<file path="src/rtl/heq_pkg.sv">
// Shared types and helpers for the histogram-equalization frame controller.
package heq_pkg;

  typedef enum logic [2:0] {
    ST_IDLE  = 3'd0,
    ST_CLEAR = 3'd1,
    ST_HIST  = 3'd2,
    ST_CDF   = 3'd3,
    ST_APPLY = 3'd4,
    ST_DRAIN = 3'd5
  } heq_state_e;

  function automatic int unsigned heq_nbins(input int unsigned pix_w);
    return 32'd1 << pix_w;
  endfunction

endpackage

</file>
<file path="src/rtl/heq_valid_pipe.sv">
// Valid/last shift register tracking beats through the remap datapath.
module heq_valid_pipe #(
  parameter int unsigned DEPTH = 1
) (
  input  logic clk,
  input  logic reset,
  input  logic en,
  input  logic flush,
  input  logic in_valid,
  input  logic in_last,
  output logic out_valid,
  output logic out_last
);

  logic [DEPTH-1:0] v_q, l_q;
  logic [DEPTH-1:0] v_nxt, l_nxt;

  generate
    if (DEPTH == 1) begin : g_one
      always_comb begin
        v_nxt = in_valid;
        l_nxt = in_valid & in_last;
      end
    end else begin : g_many
      always_comb begin
        v_nxt = {v_q[DEPTH-2:0], in_valid};
        l_nxt = {l_q[DEPTH-2:0], in_valid & in_last};
      end
    end
  endgenerate

  always_ff @(posedge clk or posedge reset) begin
    if (reset) begin
      v_q <= '0;
      l_q <= '0;
    end else if (flush) begin
      v_q <= '0;
      l_q <= '0;
    end else if (en) begin
      v_q <= v_nxt;
      l_q <= l_nxt;
    end
  end

  assign out_valid = v_q[DEPTH-1];
  assign out_last  = l_q[DEPTH-1];

endmodule

</file>
<file path="src/rtl/heq_frame_controller.sv">
// Sequences clear / histogram / CDF build / remap over AXI-Stream frames.
module heq_frame_controller
  import heq_pkg::*;
#(
  parameter int unsigned PIX_W     = 8,
  parameter int unsigned CNT_W     = 32,
  parameter int unsigned REMAP_LAT = 1
) (
  input  logic             clk,
  input  logic             reset,
  input  logic             start,
  input  logic [CNT_W-1:0] total_pixels,
  input  logic             reuse_lut,
  input  logic             continuous,
  input  logic             abort,
  input  logic             s_axis_tvalid,
  input  logic             s_axis_tlast,
  output logic             s_axis_tready,
  input  logic             m_axis_tready,
  output logic             m_axis_tvalid,
  output logic             m_axis_tlast,
  output logic             hist_clear,
  output logic             hist_en,
  output logic             cdf_en,
  output logic             remap_en,
  output logic             pipe_en,
  output logic [PIX_W-1:0] bin_addr,
  output logic             busy,
  output logic             lut_valid,
  output logic             frame_done,
  output logic             err_tlast_early,
  output logic             err_tlast_missing
);

  localparam int unsigned NBINS = heq_nbins(PIX_W);
  localparam logic [PIX_W-1:0] BIN_MAX = PIX_W'(NBINS - 1);

  heq_state_e       state_q, state_d;
  logic [PIX_W-1:0] bin_q;
  logic [CNT_W-1:0] beat_q, total_q;
  logic             reuse_q, lut_valid_q, err_e_q, err_m_q, done_q;
  logic             final_beat, acc, start_ok, last_hs, pipe_in_valid;

  assign final_beat = (beat_q == total_q - CNT_W'(1));

  always_comb begin
    s_axis_tready = (state_q == ST_HIST) || ((state_q == ST_APPLY) && m_axis_tready);
    pipe_en       = ((state_q == ST_APPLY) || (state_q == ST_DRAIN)) && m_axis_tready;
    hist_clear    = (state_q == ST_CLEAR);
    hist_en       = (state_q == ST_HIST) && s_axis_tvalid;
    cdf_en        = (state_q == ST_CDF);
    remap_en      = (state_q == ST_APPLY);
    busy          = (state_q != ST_IDLE);
    acc           = s_axis_tvalid && s_axis_tready;
    pipe_in_valid = (state_q == ST_APPLY) && acc;
    start_ok      = (state_q == ST_IDLE) && start && (total_pixels != '0);
    last_hs       = (state_q == ST_DRAIN) && m_axis_tvalid && m_axis_tlast && m_axis_tready;
    state_d       = state_q;
    case (state_q)
      ST_IDLE:  if (start_ok) state_d = (reuse_lut && lut_valid_q) ? ST_APPLY : ST_CLEAR;
      ST_CLEAR: if (bin_q == BIN_MAX) state_d = ST_HIST;
      ST_HIST:  if (acc && final_beat) state_d = ST_CDF;
      ST_CDF:   if (bin_q == BIN_MAX) state_d = ST_APPLY;
      ST_APPLY: if (acc && final_beat) state_d = ST_DRAIN;
      ST_DRAIN: if (last_hs) state_d = continuous ? (reuse_q ? ST_APPLY : ST_HIST) : ST_IDLE;
      default:  state_d = ST_IDLE;
    endcase
    if (abort) state_d = ST_IDLE;
  end

  always_ff @(posedge clk or posedge reset) begin
    if (reset) begin
      state_q     <= ST_IDLE;
      bin_q       <= '0;
      beat_q      <= '0;
      total_q     <= '0;
      reuse_q     <= 1'b0;
      lut_valid_q <= 1'b0;
      err_e_q     <= 1'b0;
      err_m_q     <= 1'b0;
      done_q      <= 1'b0;
    end else begin
      state_q <= state_d;
      done_q  <= last_hs && !abort;
      if (abort) begin
        beat_q <= '0;
        bin_q  <= '0;
        if ((state_q == ST_CLEAR) || (state_q == ST_HIST) || (state_q == ST_CDF))
          lut_valid_q <= 1'b0;
      end else begin
        case (state_q)
          ST_IDLE: if (start_ok) begin
            total_q <= total_pixels;
            reuse_q <= reuse_lut;
            err_e_q <= 1'b0;
            err_m_q <= 1'b0;
            beat_q  <= '0;
            bin_q   <= '0;
          end
          ST_CLEAR: begin
            lut_valid_q <= 1'b0;
            bin_q       <= bin_q + PIX_W'(1);
          end
          ST_CDF: begin
            bin_q <= bin_q + PIX_W'(1);
            if (bin_q == BIN_MAX) lut_valid_q <= 1'b1;
          end
          ST_HIST, ST_APPLY: if (acc) begin
            beat_q <= final_beat ? '0 : beat_q + CNT_W'(1);
            if (s_axis_tlast && !final_beat) err_e_q <= 1'b1;
            if (final_beat && !s_axis_tlast) err_m_q <= 1'b1;
          end
          default: ;
        endcase
      end
    end
  end

  heq_valid_pipe #(.DEPTH(REMAP_LAT)) u_pipe (
    .clk       (clk),
    .reset     (reset),
    .en        (pipe_en),
    .flush     (abort),
    .in_valid  (pipe_in_valid),
    .in_last   (final_beat),
    .out_valid (m_axis_tvalid),
    .out_last  (m_axis_tlast)
  );

  assign bin_addr          = bin_q;
  assign lut_valid         = lut_valid_q;
  assign frame_done        = done_q;
  assign err_tlast_early   = err_e_q;
  assign err_tlast_missing = err_m_q;

endmodule

</file>
<file path="config.mk">
export PLATFORM = sky130hd
export DESIGN_NAME = heq_frame_controller
export DESIGN_NICKNAME = d
export VERILOG_FILES = /design/src/rtl/heq_pkg.sv /design/src/rtl/heq_valid_pipe.sv /design/src/rtl/heq_frame_controller.sv
export SDC_FILE = /design/constraint.sdc
export NUM_CORES = 1
export LEC_CHECK = 0
export CELL_PAD_IN_SITES_DETAIL_PLACEMENT = 2
export CELL_PAD_IN_SITES_GLOBAL_PLACEMENT = 2
export CORE_ASPECT_RATIO = 1.25
export CORE_MARGIN = 4
export CORE_UTILIZATION = 32
export CTS_CLUSTER_SIZE = 14
export DETAILED_ROUTE_END_ITERATION = 8
export GPL_ROUTABILITY_DRIVEN = 0
export PLACE_DENSITY = 0.77
export SYNTH_ARGS = -nofsm -noshare
export SYNTH_HDL_FRONTEND = slang
export SYNTH_SLANG_ARGS = --single-unit
</file>
<file path="constraint.sdc">
create_clock -name clk -period 3.7 [get_ports clk]
set_clock_uncertainty 0.2 [all_clocks]
set_input_delay 0.74 -clock clk [delete_from_list [all_inputs] [get_ports clk]]
set_output_delay 0.74 -clock clk [all_outputs]
set_load 0.03 [all_outputs]
</file>
==> insert_results.sql, run 1 <==
INSERT INTO impl_metrics (metric_group, metric, value, unit) VALUES
('status', 'run_status', 'finished clean', ''),
('die', 'die_x', '124.7', 'um'),
('timing', 'slew_headroom', '0.5282', ''),
('clock_tree', 'cts_inserted_buffers', '9', ''),
('die', 'row_count', '53', ''),
('cells_and_area', 'antenna_diode_count', '0', ''),
('setup_path', 'timing.rr.end', 'beat_q[17]', ''),
('route', 'via_per_inst', '5.780', ''),
('setup_path', 'cpMaxStageDelayCell', 'or4_4', ''),
('placed_design', 'dpl.cell_count', '917', ''),
('timing', 'achievable-frequency', '0.2773', 'GHz'),
('placed_design', 'dp.final_hpwl', '15120', 'um'),
('setup_path', 'worstPathCellList', 'buf_4 > or4_4 > nor3_4 > a31oi_2 > a221oi_2 > nand4b_1 > or4_4 > buf_8 > a31oi_1 > mux2i_1', ''),
('setup_path', 'timing.rr.start', 'total_q[0]', ''),
('logic_synthesis', 'syn_nets', '665', ''),
('global_route', 'pin_count_of_the_biggest_net_entering_global_routing', '63', ''),
('timing', 'tightestPinTransition', '0.7012', 'ns'),
('logic_synthesis', 'synth_enable_flop_cells', '0', ''),
('die', 'fp.coreArea', '16780', 'sq um'),
('setup_path', 'criticalPathCategory', 'reg -> reg', ''),
('clock_tree', 'clk_pin_slew_worst_paths', '0.06', 'ns'),
('timing', 'finalHoldViolCount', '0', ''),
('logic_synthesis', 'synth_area', '5448', 'sq um'),
('cells_and_area', 'layout.nets', '758', ''),
('logic_synthesis', 'postSynth.asyncResetShare', '1.000', ''),
('setup_path', 'critPathTopFamily', 'simple AND/OR/NAND/NOR gates', ''),
('global_route', 'first_global_vias', '6103', ''),
('route', 'detailed_route_drc_error_count', '0', ''),
('run', 'drv_cap', '0', ''),
('logic_synthesis', 'most_frequent_cell_after_synthesis', 'dfrtp_1', ''),
('logic_synthesis', 'synth_ff_type', 'dfrtp_1', ''),
('logic_synthesis', 'synth.ff_latch_count', '82', ''),
('die', 'fp.dieH', '153.9', 'um'),
('hold_path', 'holdPathStages', '1', ''),
('setup_path', 'worst-r2r-cell-count', '10', ''),
('setup_path', 'worstSetupPathDepth', '10', ''),
('setup_path', 'number_of_buffers_and_inverters_on_the_critical_path', '2', ''),
('timing', 'fin_crit', '3.606', 'ns'),
('placed_design', 'placement.io_buffers', '61', ''),
('hold_path', 'worstHoldEndpoint', 'err_tlast_missing', ''),
('logic_synthesis', 'netlist.top_cell.by_area', 'dfrtp_1', ''),
('logic_synthesis', 'synth-seq-area-share', '0.3767', ''),
('cells_and_area', 'fin_cells', '937', ''),
('setup_path', 'startpoint_type_of_the_worst_setup_path', 'register', ''),
('route', 'initialDrtViolationCount', '223', ''),
('cells_and_area', 'fraction_of_layout_cells_with_a_size_suffix_above_1', '0.2134', ''),
('route', 'detail_route.wirelength', '21020', 'um'),
('timing', 'period_share', '0.9745', ''),
('logic_synthesis', 'synth_top_cells_by_area', 'dfrtp_1 38%, mux2_2 7.0%, nand3_1 4.7%', ''),
('power', 'pwr_density_cell', '427.0', 'nW/um^2'),
('logic_synthesis', 'ys.warnings.count', '0', ''),
('route', 'antenna_violating_nets_post_route', '0', ''),
('logic_synthesis', 'number_of_instances_in_the_synthesized_netlist', '621', ''),
('clock_tree', 'max-clock-path-buffers', '2', ''),
('logic_synthesis', 'syn_area_per_cell', '8.773', 'sq um'),
('placed_design', 'dp_worst_setup_slack', '-0.3066', 'ns'),
('clock_tree', 'tritoncts_clock_tree', 'built', ''),
('die', 'start_util', '0.3247', ''),
('setup_path', 'worst_ep_required_time', '3.73', 'ns'),
('route', 'routed-via-count', '5416', ''),
('global_route', 'grt_pass1_wl', '33340', 'um'),
('global_route', 'antenna_found_initial', '0', ''),
('clock_tree', 'htree_num_levels', '3', ''),
('hold_path', 'hp-class', 'reg -> reg', ''),
('route', 'drt-pass1-iter-count', '4', ''),
('timing', 'timing_max_transition_violations_final', '0', ''),
('global_route', 'grtUsageTotal', '0.2157', ''),
('power', 'maximum_ir_drop_on_the_vdd_rail', '0.2227', 'mV'),
('clock_tree', 'cts_root_buf', 'clkbuf_16', ''),
('setup_path', 'critical_path.max_stage_delay', '0.66', 'ns'),
('setup_path', 'reg2reg_setup_slack', '0.09', 'ns');
[cells in the final DEF, fill, tap and decap left out, drive strengths merged, types with 8 or more instances in the layout]
master	Yosys	final
o21ai	20	20
dfrtp	82	82
buf	8	65
a21oi	15	15
and3	13	13
nand3	51	51
nor4	21	21
xnor2	25	25
nand2	48	48
mux2i	21	21
nor3	16	16
nor2b	8	8
clkdlybuf4s50	0	61
a31oi	29	29
xor2	13	13
inv	20	19
or4	13	13
nor2	43	43
nand4	21	21
mux2	34	34
clkbuf	36	12
[power breakdown]
| part | total, mW | switching (mW) | internal [mW] |
|---|---|---|---|
| Clock | 0.933 | 0.380 | 0.553 |
| Combinational | 1.00 | 0.508 | 0.494 |
| Sequential | 1.13 | 0.126 | 1.00 |
[worst reg2reg max path, delay by kind of cell (launching register included)]
family / cells / cell delay, ns
and+or+nand+nor: 4 / 1.73
buffers and inverters: 2 / 0.36
DFF: 1 / 0.44
AOI/OAI and AO/OA: 3 / 0.64
muxes: 1 / 0.10
[cells by family (layout without fill, tap and decap cells)]
logic type      Yosys count  after routing  share of synthesized area
mux                      55             55                     0.1089
buf+inv                  64            160                    0.04639
simple gates            270            270                     0.2669
compound gates          109            109                     0.1332
fa+ha+maj                 3              3                   0.006891
xor+xnor                 38             38                    0.06109
flops                    82             82                     0.3767
[registers in the layout (all words and copies together) (netlist names)]
| register | flops |
|---|---|
| reuse_q | 1 |
| err_tlast_early | 1 |
| lut_valid | 1 |
| total_q | 32 |
| u_pipe.out_last | 1 |
| state_q | 3 |
| err_tlast_missing | 1 |
| beat_q | 32 |
| bin_addr | 8 |
| frame_done | 1 |
| u_pipe.out_valid | 1 |
[stage by stage]
step / instance area (sq um) / utilization / setup TNS [ns] / hold slack (ns) / power, mW
after floorplan: 5448 / - / 0 / 0.2708 / 1.616
after global placement: 6654 / 0.3966 / -3.078 / 0.2834 / 1.979
after detailed placement: 6654 / 0.3966 / -11.15 / 0.3093 / 2.047
after CTS: 7008 / 0.4177 / 0 / 0.3098 / 3.005
after global routing: 7174 / 0.4276 / -0.3007 / 0.3234 / 3.211
final: 7174 / 0.4276 / 0 / 0.3036 / 3.064
[worst max path at each step]
| stage | slack [ns] | startpoint | endpoint |
|---|---|---|---|
| after floorplan | 0.11 | total_q[12] | state_q[2] |
| after global placement | -0.12 | total_q[2] | beat_q[1] |
| after detailed placement | -0.31 | total_q[0] | beat_q[2] |
| after CTS | 0.01 | total_q[2] | state_q[2] |
| after global routing | -0.04 | total_q[1] | beat_q[17] |
| final | 0.09 | total_q[0] | beat_q[17] |
[routing by layer]
metal | vias up | part of all wire | global-route usage
met1 | 2795 | 0.41 | 0.2483
met4 | 0 | 0.024 | 0.08094
met3 | 35 | 0.023 | 0.03197
li1 | 2476 | - | -
met2 | 110 | 0.54 | 0.4015
met5 | - | 0 | 0
[what timing repair did]
| item | in CTS | in global routing |
|---|---|---|
| setup buffers | 1 | 5 |
| hold endpoints to repair | 0 | 0 |
| setup endpoints to repair | 37 | 37 |
| pin swaps | 2 | 9 |
| resized for setup | 11 | 30 |
[area by class of cell]
type	count	area (sq um)	area share
Clock inverter	2	37.54	0.005232
Clock buffer	12	256.5	0.03575
Tap cell	220	275.3	0.03837
Sequential cell	82	2054	0.2864
Timing Repair Buffer	126	1176	0.1639
Multi-Input combinational cell	475	3298	0.4597
Inverter	20	76.32	0.01064
Power figures use the tool's default switching activity.
==> run 2, diff against run 1 <==
- SLEW_MARGIN: not set -> 30
==> results of run 2 <==
Final layout, timing and power as in run 1 (identical DEF).
